File: config.mk
export PLATFORM = sky130hd
export DESIGN_NAME = axis_trigger_capture_flat
export DESIGN_NICKNAME = d
export VERILOG_FILES = /design/src/rtl/axis_trigger_capture_if.sv /design/src/rtl/axis_trigger_capture.sv /design/src/flat_wrapper.sv
export SDC_FILE = /design/constraint.sdc
export NUM_CORES = 1
export LEC_CHECK = 0
export BUFFER_PORTS_ARGS = -buffer_cell sky130_fd_sc_hd__buf_4
export CORE_ASPECT_RATIO = 1.2
export CORE_MARGIN = 5
export CORE_UTILIZATION = 25
export DETAILED_ROUTE_END_ITERATION = 6
export GPL_ROUTABILITY_DRIVEN = 0
export HOLD_SLACK_MARGIN = 0.02
export MAX_ROUTING_LAYER = met4
export PLACE_DENSITY_LB_ADDON = 0.05
export SYNTH_ARGS = -nofsm -noshare
export SYNTH_HDL_FRONTEND = slang
export SYNTH_SLANG_ARGS = --single-unit
File: constraint.sdc
create_clock -name aclk -period 5 [get_ports aclk]
set_clock_uncertainty 0.1 [all_clocks]
set_input_delay 0.5 -clock aclk [delete_from_list [all_inputs] [get_ports aclk]]
set_output_delay 0.5 -clock aclk [all_outputs]
set_load 0.05 [all_outputs]
File: src/rtl/axis_trigger_capture_if.sv
// AXI4-Stream bundle for the trigger capture gate.
// The slave view omits tlast because the sample source never marks packet ends.
interface axis_trigger_capture_if #(
    parameter int DATA_WIDTH = 32
);
    logic [DATA_WIDTH-1:0] tdata;
    logic                  tvalid;
    logic                  tready;
    logic                  tlast;

    modport master (output tdata, output tvalid, output tlast, input tready);
    modport slave  (input tdata, input tvalid, output tready);
endinterface

File: src/rtl/axis_trigger_capture.sv
// Triggered capture gate: after an arm edge, forwards a guaranteed pre-trigger window,
// waits for a trigger, then forwards the post-trigger tail and closes the capture with tlast.
module axis_trigger_capture #(
    parameter int AXIS_TDATA_WIDTH = 32,
    parameter int CNTR_WIDTH       = 16
) (
    input  logic                  aclk,
    input  logic                  areset,
    input  logic                  run_flag,
    input  logic                  trg_flag,
    input  logic [CNTR_WIDTH-1:0] pre_data,
    input  logic [CNTR_WIDTH-1:0] tot_data,
    output logic [CNTR_WIDTH-1:0] sts_data,
    output logic                  busy,
    axis_trigger_capture_if.slave  s_axis,
    axis_trigger_capture_if.master m_axis
);
    typedef enum logic [1:0] {
        S_IDLE,
        S_PRE,
        S_WAIT,
        S_POST
    } state_t;

    state_t                state_q, state_d;
    logic                  run_prev_q;
    logic [CNTR_WIDTH-1:0] idx_cnt_q, idx_cnt_d;
    logic [CNTR_WIDTH-1:0] pre_cnt_q, pre_cnt_d;
    logic [CNTR_WIDTH-1:0] post_cnt_q, post_cnt_d;
    logic [CNTR_WIDTH-1:0] pre_len_q, pre_len_d;
    logic [CNTR_WIDTH-1:0] tot_len_q, tot_len_d;
    logic [CNTR_WIDTH-1:0] sts_q, sts_d;

    logic                        arm;
    logic                        xfer;
    logic [CNTR_WIDTH-1:0]       post_len;
    logic [CNTR_WIDTH-1:0]       pre_cnt_inc;
    logic                        s_tready;
    logic                        m_tvalid;
    logic                        m_tlast;
    logic                        busy_c;
    logic [AXIS_TDATA_WIDTH-1:0] sample;

    assign arm         = run_flag & ~run_prev_q;
    assign xfer        = s_axis.tvalid & m_axis.tready;
    assign pre_cnt_inc = pre_cnt_q + 1'b1;
    // Clamp the tail to the trigger sample alone when the total does not exceed the pre window.
    assign post_len    = (tot_len_q > pre_len_q) ? (tot_len_q - pre_len_q) : CNTR_WIDTH'(1);

    // NOTE: sequential state uses <= only, so every register samples pre-edge values.
    always_ff @(posedge aclk) begin
        if (areset) begin
            state_q    <= S_IDLE;
            run_prev_q <= 1'b0;
            idx_cnt_q  <= '0;
            pre_cnt_q  <= '0;
            post_cnt_q <= '0;
            pre_len_q  <= '0;
            tot_len_q  <= '0;
            sts_q      <= '0;
        end else begin
            state_q    <= state_d;
            run_prev_q <= run_flag;
            idx_cnt_q  <= idx_cnt_d;
            pre_cnt_q  <= pre_cnt_d;
            post_cnt_q <= post_cnt_d;
            pre_len_q  <= pre_len_d;
            tot_len_q  <= tot_len_d;
            sts_q      <= sts_d;
        end
    end

    // NOTE: every variable gets a default first, so no path through the case infers a latch.
    always_comb begin
        state_d    = state_q;
        idx_cnt_d  = idx_cnt_q;
        pre_cnt_d  = pre_cnt_q;
        post_cnt_d = post_cnt_q;
        pre_len_d  = pre_len_q;
        tot_len_d  = tot_len_q;
        sts_d      = sts_q;
        s_tready   = 1'b1;
        m_tvalid   = 1'b0;
        m_tlast    = 1'b0;
        busy_c     = 1'b0;

        if (state_q != S_IDLE) begin
            s_tready = m_axis.tready;
            m_tvalid = s_axis.tvalid;
            busy_c   = 1'b1;
            if (xfer) begin
                idx_cnt_d = idx_cnt_q + 1'b1;
            end
        end

        unique case (state_q)
            S_IDLE: begin
                if (arm) begin
                    idx_cnt_d = '0;
                    pre_cnt_d = '0;
                    pre_len_d = pre_data;
                    tot_len_d = tot_data;
                    state_d   = (pre_data == '0) ? S_WAIT : S_PRE;
                end
            end
            S_PRE: begin
                if (xfer) begin
                    pre_cnt_d = pre_cnt_inc;
                    if (pre_cnt_inc == pre_len_q) begin
                        state_d = S_WAIT;
                    end
                end
            end
            S_WAIT: begin
                m_tlast = trg_flag & (post_len == CNTR_WIDTH'(1));
                if (xfer && trg_flag) begin
                    sts_d      = idx_cnt_q;
                    post_cnt_d = CNTR_WIDTH'(1);
                    state_d    = m_tlast ? S_IDLE : S_POST;
                end
            end
            S_POST: begin
                m_tlast = (post_cnt_q == post_len - 1'b1);
                if (xfer) begin
                    post_cnt_d = post_cnt_q + 1'b1;
                    if (m_tlast) begin
                        state_d = S_IDLE;
                    end
                end
            end
            default: state_d = S_IDLE;
        endcase
    end

    assign sample        = s_axis.tdata;
    assign m_axis.tdata  = sample;
    assign m_axis.tvalid = m_tvalid;
    assign m_axis.tlast  = m_tlast;
    assign s_axis.tready = s_tready;
    assign busy          = busy_c;
    assign sts_data      = sts_q;
endmodule

File: src/flat_wrapper.sv
// flat-port wrapper written by rule: the top's interface ports become plain ports
module axis_trigger_capture_flat 
#(
    parameter int AXIS_TDATA_WIDTH = 32,
    parameter int CNTR_WIDTH       = 16
)
  (aclk, areset, run_flag, trg_flag, pre_data, tot_data, sts_data, busy, s_axis_tdata, s_axis_tvalid, s_axis_tready, m_axis_tdata, m_axis_tvalid, m_axis_tlast, m_axis_tready);
  axis_trigger_capture_if #(.DATA_WIDTH((32))) s_axis_i ();
  axis_trigger_capture_if #(.DATA_WIDTH((32))) m_axis_i ();
  input  logic aclk;
  input  logic areset;
  input  logic run_flag;
  input  logic trg_flag;
  input  logic [CNTR_WIDTH-1:0] pre_data;
  input  logic [CNTR_WIDTH-1:0] tot_data;
  output logic [CNTR_WIDTH-1:0] sts_data;
  output logic busy;
  input wire logic [$bits(s_axis_i.tdata)-1:0] s_axis_tdata;
  input wire logic [$bits(s_axis_i.tvalid)-1:0] s_axis_tvalid;
  output wire logic [$bits(s_axis_i.tready)-1:0] s_axis_tready;
  output wire logic [$bits(m_axis_i.tdata)-1:0] m_axis_tdata;
  output wire logic [$bits(m_axis_i.tvalid)-1:0] m_axis_tvalid;
  output wire logic [$bits(m_axis_i.tlast)-1:0] m_axis_tlast;
  input wire logic [$bits(m_axis_i.tready)-1:0] m_axis_tready;
  assign s_axis_i.tdata = s_axis_tdata;
  assign s_axis_i.tvalid = s_axis_tvalid;
  assign s_axis_tready = s_axis_i.tready;
  assign m_axis_tdata = m_axis_i.tdata;
  assign m_axis_tvalid = m_axis_i.tvalid;
  assign m_axis_tlast = m_axis_i.tlast;
  assign m_axis_i.tready = m_axis_tready;
  axis_trigger_capture #(.AXIS_TDATA_WIDTH(AXIS_TDATA_WIDTH), .CNTR_WIDTH(CNTR_WIDTH)) u_core (.aclk(aclk), .areset(areset), .run_flag(run_flag), .trg_flag(trg_flag), .pre_data(pre_data), .tot_data(tot_data), .sts_data(sts_data), .busy(busy), .s_axis(s_axis_i), .m_axis(m_axis_i));
endmodule
==> impl_results.md <==
- EDFF count, synth: 0
- Peak supply drop: around 0.16 mV
- Register Area: around 0.0020 mm²
- Top_reg_cell synth: dfxtp_1
- Slew margin rel.: 0.390
- Post-DRT Antenna Nets: 0
- Syn Inst Count: 913
- Buffers on Ports: 57
- Critical path required time: ~4.4 ns
- Number of nets in the layout: between 1k and 1.5k
- FILL cells: 2,958
- Ys Warns: 0
- Worst-margin pin slew: around 0.9 ns
- Multi-input gate area: 0.00436 mm²
- Die W: about 160 µm
- Status: completed
- Syn_nets: around 1.0k
- Setup crit end kind: output port
- Core area: approximately 0.026 mm²
- Row cnt: between 60 and 70
- CTS Buf Count: 9
- Setup violations, final: 0
- Startpoint Class: register
- Max Cap Violations: 0
- Io pins: 122
- # hold bufs at CTS: 0
- Die height: between 150 and 200 µm
- Critical setup path kind: reg2out
- GRT Util Overall: 0.154
- Commonest non-fill, non-tap cell in the layout: nand2_1
- Final Non-Filler Cells: 1,315
- Total wire length: between 20 and 25 mm
- Initial core utilization: 0.254
- Average size of a mapped cell: around 7.4 µm²
- Iter 0 DRT Violations: approximately 260
- Most frequent cells in the layout: nand2_1 (149), buf_4 (128), dfxtp_1 (96)
- Die ar.: just over 0.03 mm²
- Synth Register Bits: a little under 100
- Util after Layout: 0.309
- Global route overflow: 0
- Via count: approximately 6.4k
- Post-DR vias/cell: 4.90
- CP arrival: roughly 4.4 ns
- Post-layout min period: approximately 5.0 ns
- Final hold violation count: 0
- CTS Buffer Depth: 2
- Drc violations: 0
- Pre-antenna DRT Iters: 4
- Clk pin slew, worst setup/hold paths: about 0.080 ns
- Share of cells above drive strength 1: 0.201
- Root buffer cell: clkbuf_16
- Post-synth ARST share: 0
- TritonCTS clock tree: built
- First-pass GRT wire length: 36.0 mm
- Vias in the first global route: 6,460
- Slew Limit Fails: 0
- Post-DR wirelength/cell: 17.2 µm
- Placed cell count: about 1.3k
- Ant diodes: 0
- Power per cell area: between 500 and 600 mW/mm²
- Post-synthesis instance area: between 0.006 and 0.007 mm²
- H-tree depth: 3
- Synth-to-layout area growth: 21.8%
- Clock Sinks: around 100
- Power Total: 4.21 mW
- Latest clock arrival within the worst-skew pair: between 0.3 and 0.4 ns
- Crit share post-route: 0.998
- CP max FO: 7
- Largest net degree at the start of global routing: 69
- Fmax: 200 MHz
- Cell variety after synth: 76
- Initial antenna violation count: 0
- Hold Crit Class: in2reg
- Post-synthesis sequential area ratio: 0.295
- Detailed placement HPWL: roughly 17 mm
- Unrepaired setup endpoints after global routing: yes
- P_leak: just over 3 nW
[kinds of logic after synthesis]
family	Yosys count	share of synthesized area
AOI/OAI and AO/OA	232	0.221
xor gates and xnor gates	56	0.0753
adders and majority gates	22	0.0421
buffers and inverters	108	0.0818
DFF	99	0.295
muxes	8	0.0119
and+or+nand+nor	388	0.273
[critical path, cell delays in order, from the launching register on]
cell and delay [ns]:
dfxtp_1 0.39, ha_4 0.23, a21o_4 0.23, a221o_1 0.33, o211ai_1 0.29, a21oi_2 0.12, and2_4 0.19, ha_4 0.16
xor2_2 0.15, buf_4 0.17, nor4_4 0.14, nand2_1 0.08, o41a_1 0.12, o21ai_2 0.17, o2111ai_2 0.16, a2111oi_4 0.37
nand4_1 0.23, nor4_2 0.19, o21a_2 0.17, buf_8 0.14
[report_power, final]
group          total (mW)  internal [mW]  switching (mW)
logic                2.53           1.07            1.45
registers           0.894          0.837          0.0577
clock network       0.792          0.409           0.383
[what timing repair did]
item	in CTS	in global routing
resized for setup	25	11
pin swaps	11	1
setup buffers	5	1
setup endpoints to repair	1	2
[sequential cells by signal (all words and copies together), names as in the netlist]
signal	count
u_core.tot_len_q	16
u_core.pre_len_q	16
u_core.state_q	2
u_core.pre_cnt_q	16
u_core.run_prev_q	1
u_core.sts_data	16
u_core.idx_cnt_q	16
u_core.post_cnt_q	16
[per-layer routing]
metal,routed length (µm),vias to the layer above,global-route usage,part of all wire
li1,-,3321,-,-
met1,10600,3032,0.191,0.47
met2,11200,74,0.264,0.50
met3,490,15,0.0229,0.022
met4,346,0,0.0407,0.015
met5,0,-,-,0
[final timing paths]
check / startpoint / to / slack, ns / depth (start not counted)
worst min register to register: u_core.sts_data[7]$_SDFFE_PP0P_ / u_core.sts_data[7]$_SDFFE_PP0P_ / 0.36 / 2
worst max register to register: u_core.tot_len_q[5]$_SDFFE_PP0P_ / u_core.state_q[0]$_SDFFE_PP0P_ / 0.29 / 21
worst max-delay path: u_core.tot_len_q[5]$_SDFFE_PP0P_ / m_axis_tlast / 0.01 / 19
worst min-delay path: run_flag / u_core.run_prev_q$_SDFF_PP0_ / 0.27 / 2
[metrics by stage]
stage,instance area (µm²),hold WS (ns),TNS (ns),setup slack (ns)
after floorplan,6720,0.336,0,0.0211
after global placement,7630,0.345,-0.0593,-0.0593
after detailed placement,7630,0.351,-0.116,-0.116
after CTS,8100,0.254,-0.0455,-0.0455
after global routing,8180,0.269,-0.287,-0.287
final,8180,0.266,0,0.0111
[layout make-up]
class,count,share of cell area
tap,335,0.0513
timing repair buffer,129,0.119
inverter,30,0.0138
clock inverter,7,0.0125
clock buffer,9,0.0275
sequential,99,0.243
multi-input combinational,706,0.533
[synth_stat cells (12+ instances only)]
cell / n / area (µm²)
nand2_1: 149 / 559
dfxtp_1: 99 / 1980
a21oi_1: 94 / 470
nor2_1: 71 / 267
o21ai_0: 46 / 230
nand3_1: 34 / 170
buf_4: 32 / 240
nor3_1: 32 / 160
xnor2_1: 31 / 272
clkbuf_1: 30 / 113
inv_1: 30 / 113
xor2_1: 24 / 210
ha_1: 21 / 263
and3_1: 16 / 100
or3_1: 14 / 87.6
buf_2: 12 / 60.1
nand4_1: 12 / 75.1
nor4_1: 12 / 75.1
No activity file was read; power rests on OpenSTA's default activity.
